File: src/rtl/booth_mult_seq_if.sv
// Request/response bundle for the sequential Booth multiplier: operands and start in,
// ready/busy/valid status and the 2N-bit product out.
interface booth_mult_seq_if #(
    parameter int unsigned N = 8
);
    logic           start;
    logic           signed_mode;
    logic [N-1:0]   A;
    logic [N-1:0]   B;
    logic           ready;
    logic           busy;
    logic           valid;
    logic [2*N-1:0] Y;

    modport master (
        output start, signed_mode, A, B,
        input  ready, busy, valid, Y
    );

    modport slave (
        input  start, signed_mode, A, B,
        output ready, busy, valid, Y
    );
endinterface

File: src/rtl/booth_mult_seq.sv
// Sequential radix-2 Booth multiplier, N-bit signed or unsigned operands, 2N-bit product.
// Runs N+1 add/shift steps on an (N+1)-bit datapath, so latency is mode-independent.
module booth_mult_seq #(
    parameter int unsigned N = 8
) (
    input logic              clk,
    input logic              rst,
    booth_mult_seq_if.slave  bus
);
    localparam int unsigned W    = N + 1;
    localparam int unsigned CntW = $clog2(N + 1);
    localparam logic [CntW-1:0] CntInit = CntW'(N);

    typedef enum logic [1:0] {StIdle, StCalc, StDone} state_e;

    state_e         state_q, state_d;
    logic [W-1:0]   m_q, m_d;
    logic [W-1:0]   acc_q, acc_d;
    logic [W-1:0]   q_q, q_d;
    logic           q1_q, q1_d;
    logic [CntW-1:0] cnt_q, cnt_d;
    logic [2*N-1:0] y_q, y_d;

    logic [W-1:0]   sum;
    logic [W-1:0]   acc_sh;
    logic [W-1:0]   q_sh;

    // One Booth step: conditional add/subtract of M, then arithmetic shift of {ACC,Q,Q_1}.
    always_comb begin
        sum = acc_q;
        case ({q_q[0], q1_q})
            2'b01:   sum = acc_q + m_q;
            2'b10:   sum = acc_q - m_q;
            default: sum = acc_q;
        endcase
        acc_sh = {sum[W-1], sum[W-1:1]};
        q_sh   = {sum[0], q_q[W-1:1]};
    end

    always_comb begin
        state_d = state_q;
        m_d     = m_q;
        acc_d   = acc_q;
        q_d     = q_q;
        q1_d    = q1_q;
        cnt_d   = cnt_q;
        y_d     = y_q;
        case (state_q)
            StIdle: begin
                if (bus.start) begin
                    m_d     = bus.signed_mode ? {bus.A[N-1], bus.A} : {1'b0, bus.A};
                    q_d     = bus.signed_mode ? {bus.B[N-1], bus.B} : {1'b0, bus.B};
                    acc_d   = '0;
                    q1_d    = 1'b0;
                    cnt_d   = CntInit;
                    state_d = StCalc;
                end
            end
            StCalc: begin
                acc_d = acc_sh;
                q_d   = q_sh;
                q1_d  = q_q[0];
                if (cnt_q == '0) begin
                    // Low 2N bits of {ACC,Q}; the bit above is redundant sign/zero extension.
                    y_d     = {acc_sh[N-2:0], q_sh};
                    state_d = StDone;
                end else begin
                    cnt_d = cnt_q - CntW'(1);
                end
            end
            StDone:  state_d = StIdle;
            default: state_d = StIdle;
        endcase
    end

    always_ff @(posedge clk) begin
        if (!rst) begin
            state_q <= StIdle;
            m_q     <= '0;
            acc_q   <= '0;
            q_q     <= '0;
            q1_q    <= 1'b0;
            cnt_q   <= '0;
            y_q     <= '0;
        end else begin
            state_q <= state_d;
            m_q     <= m_d;
            acc_q   <= acc_d;
            q_q     <= q_d;
            q1_q    <= q1_d;
            cnt_q   <= cnt_d;
            y_q     <= y_d;
        end
    end

    assign bus.ready = (state_q == StIdle);
    assign bus.busy  = (state_q == StCalc) || (state_q == StDone);
    assign bus.valid = (state_q == StDone);
    assign bus.Y     = y_q;
endmodule

File: src/flat_wrapper.sv
// flat-port wrapper written by rule: the top's interface ports become plain ports
module booth_mult_seq_flat 
#(
    parameter int unsigned N = 8
)
  (clk, rst, bus_start, bus_signed_mode, bus_A, bus_B, bus_ready, bus_busy, bus_valid, bus_Y);
  booth_mult_seq_if #(.N(N)) bus_i ();
  input logic clk;
  input logic rst;
  input wire logic [$bits(bus_i.start)-1:0] bus_start;
  input wire logic [$bits(bus_i.signed_mode)-1:0] bus_signed_mode;
  input wire logic [$bits(bus_i.A)-1:0] bus_A;
  input wire logic [$bits(bus_i.B)-1:0] bus_B;
  output wire logic [$bits(bus_i.ready)-1:0] bus_ready;
  output wire logic [$bits(bus_i.busy)-1:0] bus_busy;
  output wire logic [$bits(bus_i.valid)-1:0] bus_valid;
  output wire logic [$bits(bus_i.Y)-1:0] bus_Y;
  assign bus_i.start = bus_start;
  assign bus_i.signed_mode = bus_signed_mode;
  assign bus_i.A = bus_A;
  assign bus_i.B = bus_B;
  assign bus_ready = bus_i.ready;
  assign bus_busy = bus_i.busy;
  assign bus_valid = bus_i.valid;
  assign bus_Y = bus_i.Y;
  booth_mult_seq #(.N(N)) u_core (.clk(clk), .rst(rst), .bus(bus_i));
endmodule
File: config.mk
export PLATFORM = sky130hd
export DESIGN_NAME = booth_mult_seq_flat
export DESIGN_NICKNAME = d
export VERILOG_FILES = /design/src/rtl/booth_mult_seq_if.sv /design/src/rtl/booth_mult_seq.sv /design/src/flat_wrapper.sv
export SDC_FILE = /design/constraint.sdc
export NUM_CORES = 1
export LEC_CHECK = 0
export CORE_AREA = 2 2 92 94
export DETAILED_ROUTE_END_ITERATION = 10
export DIE_AREA = 0 0 94 96
export PLACE_DENSITY = 0.51
export SKIP_LAST_GASP = 1
export SYNTH_ARGS = -nofsm -noshare
export SYNTH_HDL_FRONTEND = slang
export SYNTH_SLANG_ARGS = --single-unit
File: constraint.sdc
create_clock -name clk -period 4 [get_ports clk]
set_clock_uncertainty 0.2 [all_clocks]
set_input_delay 1 -clock clk [delete_from_list [all_inputs] [get_ports clk]]
set_output_delay 1 -clock clk [all_outputs]
set_load 0.1 [all_outputs]
After elaboration in Yosys (flattened, before gate mapping)
Cells that the tools add are included.
- reduce and logical (&&, ||, !) cells: 9
- add/sub/neg operators: 3
- divide/modulo/power cells: 0
- muxes and demuxes: 15
- eq/ne operators: 7
- bitwise operators: 0
- order comparisons: 0
- multipliers: 0
- shifts and indexed selects: 0
- operators by type and width (operator ; count):
    $pmux 9 s2 ; 3
    $mux 9 ; 4
    $add 9x9->9 ; 1
    $sub 9x9->9 ; 1
    $mux 4 ; 2
    $pmux 4 s2 ; 1
    $reduce_and 2->1 ; 4
    $eq 2x1->1 const B ; 2
    $eq 2x2->1 const B ; 2
    $logic_not 4->1 ; 1
    $mux 2 ; 2
    $ne 2x2->1 const B ; 2
    $pmux 2 s2 ; 1
    $sub 4x1->4 const B ; 1
    $reduce_and 3->1 ; 1
    $logic_not 2->1 ; 1
    $ne 2x1->1 const B ; 1
    $pmux 1 s2 ; 1
    $reduce_bool 2->1 ; 1
    $logic_or 1x1->1 ; 1
    $mux 1 ; 1
- logic and storage cells: 41
- latch bits: 0
- bits in read-only memories: 0
- flip-flop bits (word level): 50
- memories: 0
- bits in writable memories: 0
- bits of input ports: 20

Logic depth before layout (Yosys ltp)
Gate-level depths: netlist (run 1).
- word-level depth: 3
- gate-level depth with buffers: 12
- mapped depth without buffers: 11

Least setup slack after synthesis (run 1)
Ideal clock, no wire load.
- path kind: register to register
- start: register u_core.q1_q
- end: register u_core.acc_q[3]
- buffers on the path: 1
- data required time: 3.681 ns
- period minus slack after synthesis: 2.773 ns
- setup slack: 1.227 ns
- setup time: 0.119 ns
- arrival: 2.453 ns
- cell stages (with the launch flop): 12
- path through: dfxtp_1 -> inv_1 -> ha_1 -> clkbuf_1 -> mux2_2 -> fa_1 -> nor2b_4 -> o21ai_1 -> mux2_4 -> a221oi_4 -> a2bb2oi_2 -> a21oi_1
- word-level cells in the longest chain between the ends: 3
- elaborated cells on any way between the ends: 4
- classes of those cells: eq/ne: 2; mux: 2
- ends and longest elaborated chain (item ; line ; text):
    from (decl) ; booth_mult_seq.sv:20 ; logic q1_q, q1_d;
    from (signal assigned) ; booth_mult_seq.sv:90 ; q1_q <= q1_d;
    $eq 2x2->1 or $eq 2x1->1 (tied branches) ; booth_mult_seq.sv:31 ; case ({q_q[0], q1_q})
    $pmux 9 s2 (*) ; booth_mult_seq.sv:31 ;
    $pmux 9 s2 (*) ; booth_mult_seq.sv:48 ; case (state_q)
    to (signal assigned) ; booth_mult_seq.sv:80 ; acc_q <= '0;
    to (signal assigned) ; booth_mult_seq.sv:88 ; acc_q <= acc_d;
    to (decl) ; booth_mult_seq.sv:18 ; logic [W-1:0] acc_q, acc_d;
Every way passes the cells marked *; elsewhere a longest branch is shown, timed or not.
A chain may end at the register's enable or synchronous reset.

Worst setup path after layout (run 1)
- start: register u_core.y_q[12], in the netlist u_core.bus.Y[12]
- end: output port bus_Y[12]
- RTL lines (item ; line ; text):
    from (decl) ; booth_mult_seq.sv:22 ; logic [2*N-1:0] y_q, y_d;
    from (signal assigned) ; booth_mult_seq.sv:92 ; y_q <= y_d;
    to (decl) ; flat_wrapper.sv:17 ; output wire logic [$bits(bus_i.Y)-1:0] bus_Y;
No word-level cell between the ends.

==> results.yml, run 1 <==
run:
  maxCapViolCount: 0
synth:
  synth_largest_type_area_fraction_pct: 35.1
  synth.area.top_cells: "dfxtp_1 35%, nand2_1 7.3%, a21oi_1 7.0%, ha_1 6.7%, nor2_1 4.3%"
  ys_seq_elements: 49
  mappedNetlistArea_mm2: 0.00280
  yosysWarnings: 0
  post_synth_num_cell_types: 62
  syn_avg_cell_area_um2: 8.22
  fraction_of_the_yosys_area_taken_by_sequential_cells_pct: 35.1
  synth.largest_area_cell: "dfxtp_1"
  postSynthNetCount: 376
  yosysMostFrequentCell: "nand2_1"
  netlist_instances: 340
  synth-edff-count: 0
  netlist_top_cells_count: "54 x nand2_1, 49 x dfxtp_1, 39 x a21oi_1"
  synth-async-reset-ratio_pct: 0
  most_used_flip_flop_cell_after_synthesis: "dfxtp_1"
power:
  clkPwrFrac_pct: 17.5
  combinationalPowerShare_pct: 49.2
  worst_ir_drop_on_vdd_mv: 0.174
  finalPower_uw: 1800
  sw_frac_of_total_pct: 45.5
  power.density_mw_per_mm2: 542
  power_switching_uw: 817
  power.internal_uw: 980
  p_leak_uw: 0.00118
  power_frac_seq_pct: 33.3
worst_hold_path:
  holdPathEnd: "u_core.bus.Y[6]$_SDFFE_PN0P_"
  whs_path_depth: 2
  hp-class: "reg -> reg"
  hp-start: "u_core.bus.Y[6]$_SDFFE_PN0P_"
timing:
  max-slew-margin-rel_pct: 33.7
  fmax_ghz: 0.328
  period_share_pct: 76.3
  finalSetupViolations: 0
  least_margin_pin_slew_ns: 0.992
  finalWorstPathRequiredPeriod_ns: 3.05
  final_hold_viol_count: 0
  maxSlewViolCount: 0
  fin_ws_ns: 0.948
  fin_setup_tns_ns: 0
  rsz0062_at_grt: "false"
critical_path:
  crit_family: "buffers and inverters"
  rrSetupSlack_ns: 1.08
  cp_slowest_cell: "clkdlybuf4s50_1"
  worst_path_largest_cell_delay_ns: 1.15
  rr_startpoint: "u_core.q_q[0]$_SDFFE_PN0P_"
  worst_setup_path_type: "reg -> out"
  timing.critical_path.fanout_max: 2
  r2r.worst_path.cells: 9
  cp_capture_type: "output port"
  worstPathCellList: "clkdlybuf4s50_1"
  worst_setup_path_start_kind: "flop"
  cp_data_arrival_time_ns: 1.85
  bufs_and_invs_on_worst_path: 1
  critical_register_to_register_path_endpoint: "u_core.acc_q[3]$_SDFFE_PN0P_"
  timing.critical_path.required_ns: 2.80
drt:
  viasPerCell: 5.16
  drt_iter0_markers: 99
  overall_via_count_from_detail_route: 2462
  drc_errors: 0
  final_antenna_net_count: 0
  route.final.wire_length_mm: 7.11
  wl_per_cell_um: 14.9
  drtPass1Iterations: 4
layout:
  final_core_utilization_pct: 41.1
  layout-area-overhead-vs-synth_pct: 18.5
  drive_above_1_share_pct: 7.80
  antenna-diode-count: 0
  final_cell_count_no_fill: 477
  finish.net_count: 407
clocking:
  clock-sinks: 49
  ctsRootBufferMaster: "clkbuf_8"
  cts-buffers-inserted: 5
  holdBufCountCts: 0
  htree_levels: 2
  clockBufferDepth: 2
  cts_resized: 0
  clock_insertion_delay_worst_skew_ns: 0.31
  cts.clk_slew.worst_paths_ns: 0.10
  tritoncts: "done"
  post_cts_repair_timing_setup_buffer_count: 0
global_route:
  overall_global_routing_resource_usage_pct: 16.4
  grt_max_degree: 37
  overflow: 0
  vias_in_the_first_global_route: 2277
  grt_pass1_wl_mm: 11.6
  grt_antenna_before_repair: 0
outcome:
  outcome: "finished, final reports clean"
die:
  rows: 33
  die_area_mm2: 0.00902
  num_io_pins: 39
  dieWidth_um: 94
  dieHeight_um: 96
  floorplan.initialDensity_pct: 34.7
  design.core.area_mm2: 0.00805
placement:
  dp_slack_ns: 0.914
  detailed_placement_wirelength_estimate_mm: 5.27
  gpl.final_weighted_congestion: 0.770
  place_inst: 469
  port-buffer-count: 38
## state kept, by name (all words and copies together), names as in the netlist
register        flops
u_core.m_q          9
u_core.state_q      2
u_core.q1_q         1
u_core.q_q          9
u_core.bus.Y       16
u_core.acc_q        8
u_core.cnt_q        4
## worst max-delay path by stage
stage / from / endpoint / slack, ns / cells after the start
2_1_floorplan: u_core.q1_q$_SDFFE_PN0P_ / u_core.acc_q[3]$_SDFFE_PN0P_ / 1.23 / 11
3_3_place_gp: bus_start / u_core.cnt_q[2]$_SDFFE_PN0P_ / 0.96 / 7
3_5_place_dp: bus_start / u_core.acc_q[7]$_SDFFE_PN0P_ / 0.91 / 5
4_1_cts: u_core.bus.Y[12]$_SDFFE_PN0P_ / bus_Y[12] / 0.93 / 1
5_1_grt: u_core.bus.Y[12]$_SDFFE_PN0P_ / bus_Y[12] / 0.90 / 1
6_report: u_core.bus.Y[12]$_SDFFE_PN0P_ / bus_Y[12] / 0.95 / 1
## area by class of cell
type	count	area (um^2)
clock buffer	5	68.8
clock inverter	3	26.3
fill	841	4740
inverter	17	63.8
multi-input combinational	256	1640
sequential	49	981
tap	105	131
timing repair buffer	42	403
## logic make-up after synthesis
| logic type | synth area share, % |
|---|---|
| AO/OA/AOI/OAI | 24.1 |
| XOR/XNOR | 3.76 |
| adder cells (fa/ha/maj) | 7.43 |
| buffers and inverters | 6.31 |
| flip-flops | 35.1 |
| multiplexers | 4.88 |
| AND/OR/NAND/NOR | 18.4 |
## stage by stage
stage               cell area, um^2  hold WS (ns)
CTS                            3310         0.262
global route                   3310         0.282
global placement               3220         0.242
detailed placement             3220         0.248
finish                         3310         0.263
floorplan                      2800         0.245
## power by group through the flow
stage / Clock (uW) / Combinational, uW / Sequential, uW
finish: 314 / 883 / 599
CTS: 328 / 886 / 599
floorplan: 0 / 594 / 718
global route: 344 / 968 / 608
detailed placement: 0 / 884 / 610
global placement: 0 / 880 / 610
## per-layer routing
layer | routed length, um | up-vias | global-route usage (%) | part of all wire, %
met5 | 0 | - | 0 | 0
met1 | 3560 | 1144 | 22.5 | 50
li1 | - | 1271 | - | -
met4 | 74 | 0 | 4.23 | 1.0
met3 | 167 | 9 | 2.35 | 2.3
met2 | 3310 | 38 | 27.4 | 47
## cell usage in the layout, fill, tap and decap left out, types with 6 or more instances in the layout
master | Yosys | layout
a211oi_1 | 14 | 14
o21ai_0 | 8 | 8
mux2i_1 | 11 | 11
ha_1 | 15 | 15
buf_4 | 0 | 7
a21oi_1 | 39 | 39
nor2_1 | 32 | 32
nand2_1 | 54 | 54
dfxtp_1 | 49 | 49
clkdlybuf4s50_1 | 0 | 35
inv_1 | 15 | 15
xnor2_1 | 10 | 10
a31oi_1 | 6 | 6
nor3_1 | 7 | 7
No activity file was read; power rests on OpenSTA's default activity.
==> inputs of run 2 (changes only) <==
==> constraint.sdc (replaced) <==
create_clock -name clk -period 3 [get_ports clk]
set_clock_uncertainty 0.2 [all_clocks]
set_input_delay 0.75 -clock clk [delete_from_list [all_inputs] [get_ports clk]]
set_output_delay 0.75 -clock clk [all_outputs]
set_load 0.1 [all_outputs]
==> results.yml, run 2 (same netlist as run 1, synthesis figures left out) <==
clocking:
  ctsRootBufferMaster: "clkbuf_8"
  cts.clk_slew.worst_paths_ns: 0.10
  tritoncts: "done"
  cts-buffers-inserted: 5
  clockBufferDepth: 2
  clock_insertion_delay_worst_skew_ns: 0.31
  htree_levels: 2
  clock-sinks: 49
  post_cts_repair_timing_setup_buffer_count: 0
power:
  power_switching_uw: 1080
  worst_ir_drop_on_vdd_mv: 0.240
  sw_frac_of_total_pct: 44.4
  p_leak_uw: 0.00126
  power.density_mw_per_mm2: 726
  power.internal_uw: 1350
  combinationalPowerShare_pct: 49.9
  power_frac_seq_pct: 32.7
  clkPwrFrac_pct: 17.4
timing:
  finalWorstPathRequiredPeriod_ns: 2.85
  period_share_pct: 95.0
  rsz0062_at_grt: "true"
  least_margin_pin_slew_ns: 0.610
  final_hold_viol_count: 0
  whs_ns: 0.262
  max-slew-margin-rel_pct: 59.3
  finalSetupViolations: 0
  maxSlewViolCount: 0
  fmax_ghz: 0.351
outcome:
  outcome: "finished, final reports clean"
die:
  die_area_mm2: 0.00902
  floorplan.initialDensity_pct: 34.7
  dieWidth_um: 94
  dieHeight_um: 96
  design.core.area_mm2: 0.00805
  rows: 33
  num_io_pins: 39
layout:
  multi_input_gate_area_in_the_final_layout_mm2: 0.00165
  finish.net_count: 414
  design_area_mm2: 0.00335
  final_common_cell: "nand2_1"
  final_cell_mix: "54 x nand2_1, 49 x dfxtp_1, 39 x a21oi_1, 32 x nor2_1, 29 x buf_4"
  final_cell_count_no_fill: 484
  register_area_um2: 981
  layout-area-overhead-vs-synth_pct: 19.7
  drive_above_1_share_pct: 14.2
  largest_register_ffs: 16
  antenna-diode-count: 0
  final.fill_count: 847
global_route:
  grt_antenna_before_repair: 0
  grt_max_degree: 36
  vias_in_the_first_global_route: 2300
  grt_pass1_wl_mm: 11.7
  overflow: 0
  overall_global_routing_resource_usage_pct: 16.6
critical_path:
  cp_data_arrival_time_ns: 2.85
  timing.critical_path.required_ns: 3.00
  worst_setup_path_start_kind: "flop"
  worst_setup_path_type: "reg -> reg"
  timing.critical_path.fanout_max: 5
  cp_capture_type: "flop"
drt:
  wl_per_cell_um: 14.6
  drc_errors: 0
  drt_iter0_markers: 134
  drtPass1Iterations: 4
  final_antenna_net_count: 0
  overall_via_count_from_detail_route: 2499
  route.final.wire_length_mm: 7.09
  viasPerCell: 5.16
placement:
  port-buffer-count: 38
  place_inst: 476
  gpl.final_weighted_congestion: 0.785
  detailed_placement_wirelength_estimate_mm: 5.36
  placedInstanceArea_mm2: 0.00324
worst_hold_path:
  hp-class: "reg -> reg"
run:
  maxCapViolCount: 0
## run 2: metrics by stage
step	TNS (ns)	power, uW	util [%]	worst slack [ns]
2_1_floorplan	0	1750	-	0.227
3_3_place_gp	0	2020	40.3	0.191
3_5_place_dp	0	2020	40.3	0.158
4_1_cts	0	2460	41.5	0.131
5_1_grt	-0.00327	2610	41.6	-0.00327
6_report	0	2430	41.6	0.150
## run 2: worst paths after layout
path / to / from / depth (start not counted) / slack, ns
worst max-delay path: u_core.acc_q[3]$_SDFFE_PN0P_ / u_core.m_q[0]$_SDFFE_PN0P_ / 10 / 0.15
worst min-delay path: u_core.bus.Y[1]$_SDFFE_PN0P_ / u_core.bus.Y[1]$_SDFFE_PN0P_ / 2 / 0.26
worst max register to register: u_core.acc_q[3]$_SDFFE_PN0P_ / u_core.m_q[0]$_SDFFE_PN0P_ / 10 / 0.15
worst min register to register: u_core.bus.Y[1]$_SDFFE_PN0P_ / u_core.bus.Y[1]$_SDFFE_PN0P_ / 2 / 0.26
## run 2: final cells by class
type	count	share of cell area, %
multi-input combinational	256	49.2
timing repair buffer	49	12.8
tap	105	3.93
clock buffer	6	2.47
inverter	17	1.91
sequential	49	29.3
clock inverter	2	0.411
## run 2: critical path, cell delays in order (launching register included)
cell       delay (ns)
dfxtp_1          0.41
inv_1            0.08
ha_1             0.29
mux2_2           0.30
fa_1             0.45
nor2b_4          0.15
o21ai_1          0.08
mux2_4           0.32
a221oi_4         0.24
a2bb2oi_2        0.16
a21oi_1          0.07
## run 2: layer usage
metal | track usage [%] | wire, um | vias up
met5 | 0 | 0 | -
met3 | 2.58 | 240 | 8
met2 | 27.4 | 3300 | 38
li1 | - | - | 1280
met4 | 4.35 | 65 | 0
met1 | 22.7 | 3470 | 1173
## run 2: power by group through the flow
| stage | Combinational [uW] | Clock, uW | Sequential [uW] |
|---|---|---|---|
| 3_3_place_gp | 1210 | 0 | 809 |
| 6_report | 1210 | 422 | 795 |
| 2_1_floorplan | 792 | 0 | 957 |
| 5_1_grt | 1330 | 465 | 807 |
| 4_1_cts | 1220 | 442 | 796 |
| 3_5_place_dp | 1210 | 0 | 811 |
## run 2: what timing repair did
item                                    CTS  global route
hold endpoints to repair                  0             0
hold buffers                              0             0
gates resized for setup                   0             2
endpoints found under the setup margin    0             5
==> inputs of run 3 (changes only) <==
--- a/config.mk
+++ b/config.mk
@@ -6,6 +6,7 @@
 export NUM_CORES = 1
 export LEC_CHECK = 0
 export CORE_AREA = 2 2 92 94
+export CTS_CLUSTER_DIAMETER = 60
 export DETAILED_ROUTE_END_ITERATION = 10
 export DIE_AREA = 0 0 94 96
 export PLACE_DENSITY = 0.51
==> constraint.sdc (replaced) <==
create_clock -name clk -period 3.3 [get_ports clk]
set_clock_uncertainty 0.2 [all_clocks]
set_input_delay 0.825 -clock clk [delete_from_list [all_inputs] [get_ports clk]]
set_output_delay 0.825 -clock clk [all_outputs]
set_load 0.1 [all_outputs]
==> results.yml, run 3 (same netlist as run 1, synthesis figures left out) <==
critical_path:
  rrSetupSlack_ns: 0.37
  cp_slowest_cell: "fa_1"
  worst_setup_path_type: "reg -> reg"
  worstPathCellList: "ha_1, mux2_2, fa_1, nor2b_4, o21ai_1, mux2_4, a221oi_4, a211o_1, a21oi_1"
  cp_data_arrival_time_ns: 2.94
  worst_path_largest_cell_delay_ns: 0.45
  timing.critical_path.fanout_max: 8
  timing.critical_path.required_ns: 3.31
  critical_register_to_register_path_endpoint: "u_core.acc_q[3]$_SDFFE_PN0P_"
  crit_family: "adder cells"
  r2r.worst_path.cells: 9
  rr_startpoint: "u_core.q_q[0]$_SDFFE_PN0P_"
  cp_capture_type: "flop"
  bufs_and_invs_on_worst_path: 0
  worst_setup_path_start_kind: "flop"
worst_hold_path:
  whs_path_depth: 2
  hp-class: "reg -> reg"
  holdPathEnd: "u_core.bus.Y[0]$_SDFFE_PN0P_"
  hp-start: "u_core.bus.Y[0]$_SDFFE_PN0P_"
die:
  design.core.area_mm2: 0.00805
  dieWidth_um: 94
  die_area_mm2: 0.00902
  dieHeight_um: 96
  num_io_pins: 39
  floorplan.initialDensity_pct: 34.7
  rows: 33
timing:
  maxSlewViolCount: 0
  finalSetupViolations: 0
  fin_setup_tns_ns: 0
  whs_ns: 0.262
  max-slew-margin-rel_pct: 50.6
  finalWorstPathRequiredPeriod_ns: 2.93
  fmax_ghz: 0.341
  rsz0062_at_grt: "false"
  fin_ws_ns: 0.368
  period_share_pct: 88.8
  final_hold_viol_count: 0
  least_margin_pin_slew_ns: 0.741
global_route:
  vias_in_the_first_global_route: 2348
  overall_global_routing_resource_usage_pct: 16.5
  grt.met2_usage_pct: 27.8
  grtUsageMet3_pct: 2.58
  overflow: 0
  globalRouteMet1Util_pct: 22.5
  grt_pass1_wl_mm: 11.8
  top_usage_layer: "met2"
  grt_max_degree: 36
  grt_antenna_before_repair: 0
drt:
  drt_iter0_markers: 106
  route.final.wire_length_mm: 7.01
  wl_per_cell_um: 14.6
  final_antenna_net_count: 0
  viasPerCell: 5.14
  overall_via_count_from_detail_route: 2467
  drtPass1Iterations: 4
  drc_errors: 0
clocking:
  cts.clk_slew.worst_paths_ns: 0.10
  clockBufferDepth: 2
  post_cts_repair_timing_setup_buffer_count: 0
  cts-buffers-inserted: 5
  holdBufCountCts: 0
  cts_resized: 0
  clock_insertion_delay_worst_skew_ns: 0.31
  clock-sinks: 49
  tritoncts: "done"
  ctsRootBufferMaster: "clkbuf_8"
  htree_levels: 2
layout:
  drive_above_1_share_pct: 12.8
  layout-area-overhead-vs-synth_pct: 17.7
  antenna-diode-count: 0
  final_cell_mix: "54 x nand2_1, 49 x dfxtp_1, 39 x a21oi_1, 32 x nor2_1, 26 x buf_4"
  final_common_cell: "nand2_1"
  finish.net_count: 410
  final_core_utilization_pct: 40.9
  final.fill_count: 871
  largest_register_ffs: 16
power:
  power.density_mw_per_mm2: 657
  worst_ir_drop_on_vdd_mv: 0.224
  finalPower_uw: 2160
  p_leak_uw: 0.00123
placement:
  detailed_placement_wirelength_estimate_mm: 5.25
  dp_slack_ns: 0.386
  port-buffer-count: 38
  gpl.final_weighted_congestion: 0.767
run:
  maxCapViolCount: 0
outcome:
  outcome: "finished, final reports clean"
[run 3: layout make-up]
class / instances / area [um^2] / area share [%]
Clock buffer: 5 / 68.8 / 2.09
Clock inverter: 3 / 21.3 / 0.647
Inverter: 17 / 63.8 / 1.94
Multi-Input combinational cell: 256 / 1640 / 49.8
Sequential cell: 49 / 981 / 29.8
Tap cell: 105 / 131 / 3.99
Timing Repair Buffer: 45 / 385 / 11.7
[run 3: power breakdown]
group | total [uW] | switching, uW | internal (uW)
Combinational | 1060 | 693 | 368
Sequential | 725 | 62.2 | 663
Clock | 375 | 224 | 151
[run 3: layer usage]
metal | part of all wire, % | wire length [um] | vias up
met5 | 0 | 0 | -
met4 | 0.69 | 48 | 0
met3 | 2.8 | 197 | 5
met2 | 47 | 3320 | 34
met1 | 49 | 3440 | 1153
li1 | - | - | 1275
[run 3: worst max path at each step]
| stage | cells past startpoint | to | from | slack [ns] |
|---|---|---|---|---|
| after floorplan | 11 | u_core.acc_q[3]$_SDFFE_PN0P_ | u_core.q1_q$_SDFFE_PN0P_ | 0.53 |
| after global placement | 9 | u_core.acc_q[3]$_SDFFE_PN0P_ | u_core.q_q[0]$_SDFFE_PN0P_ | 0.41 |
| after detailed placement | 9 | u_core.acc_q[3]$_SDFFE_PN0P_ | u_core.q_q[0]$_SDFFE_PN0P_ | 0.39 |
| after CTS | 9 | u_core.acc_q[3]$_SDFFE_PN0P_ | u_core.q_q[0]$_SDFFE_PN0P_ | 0.35 |
| after global routing | 9 | u_core.acc_q[3]$_SDFFE_PN0P_ | u_core.q_q[0]$_SDFFE_PN0P_ | 0.21 |
| final | 9 | u_core.acc_q[3]$_SDFFE_PN0P_ | u_core.q_q[0]$_SDFFE_PN0P_ | 0.37 |
[run 3: stage by stage]
stage               std cells  area, um^2
finish                    480        3290
global route              480        3290
CTS                       480        3290
detailed placement        472        3200
global placement          472        3200
floorplan                 340        2800
[run 3: worst register-to-register path, cell delays in order (launching register included)]
cell and delay [ns]:
dfxtp_1 0.38, ha_1 0.36, mux2_2 0.41, fa_1 0.45, nor2b_4 0.15, o21ai_1 0.08
mux2_4 0.32, a221oi_4 0.25, a211o_1 0.18, a21oi_1 0.06
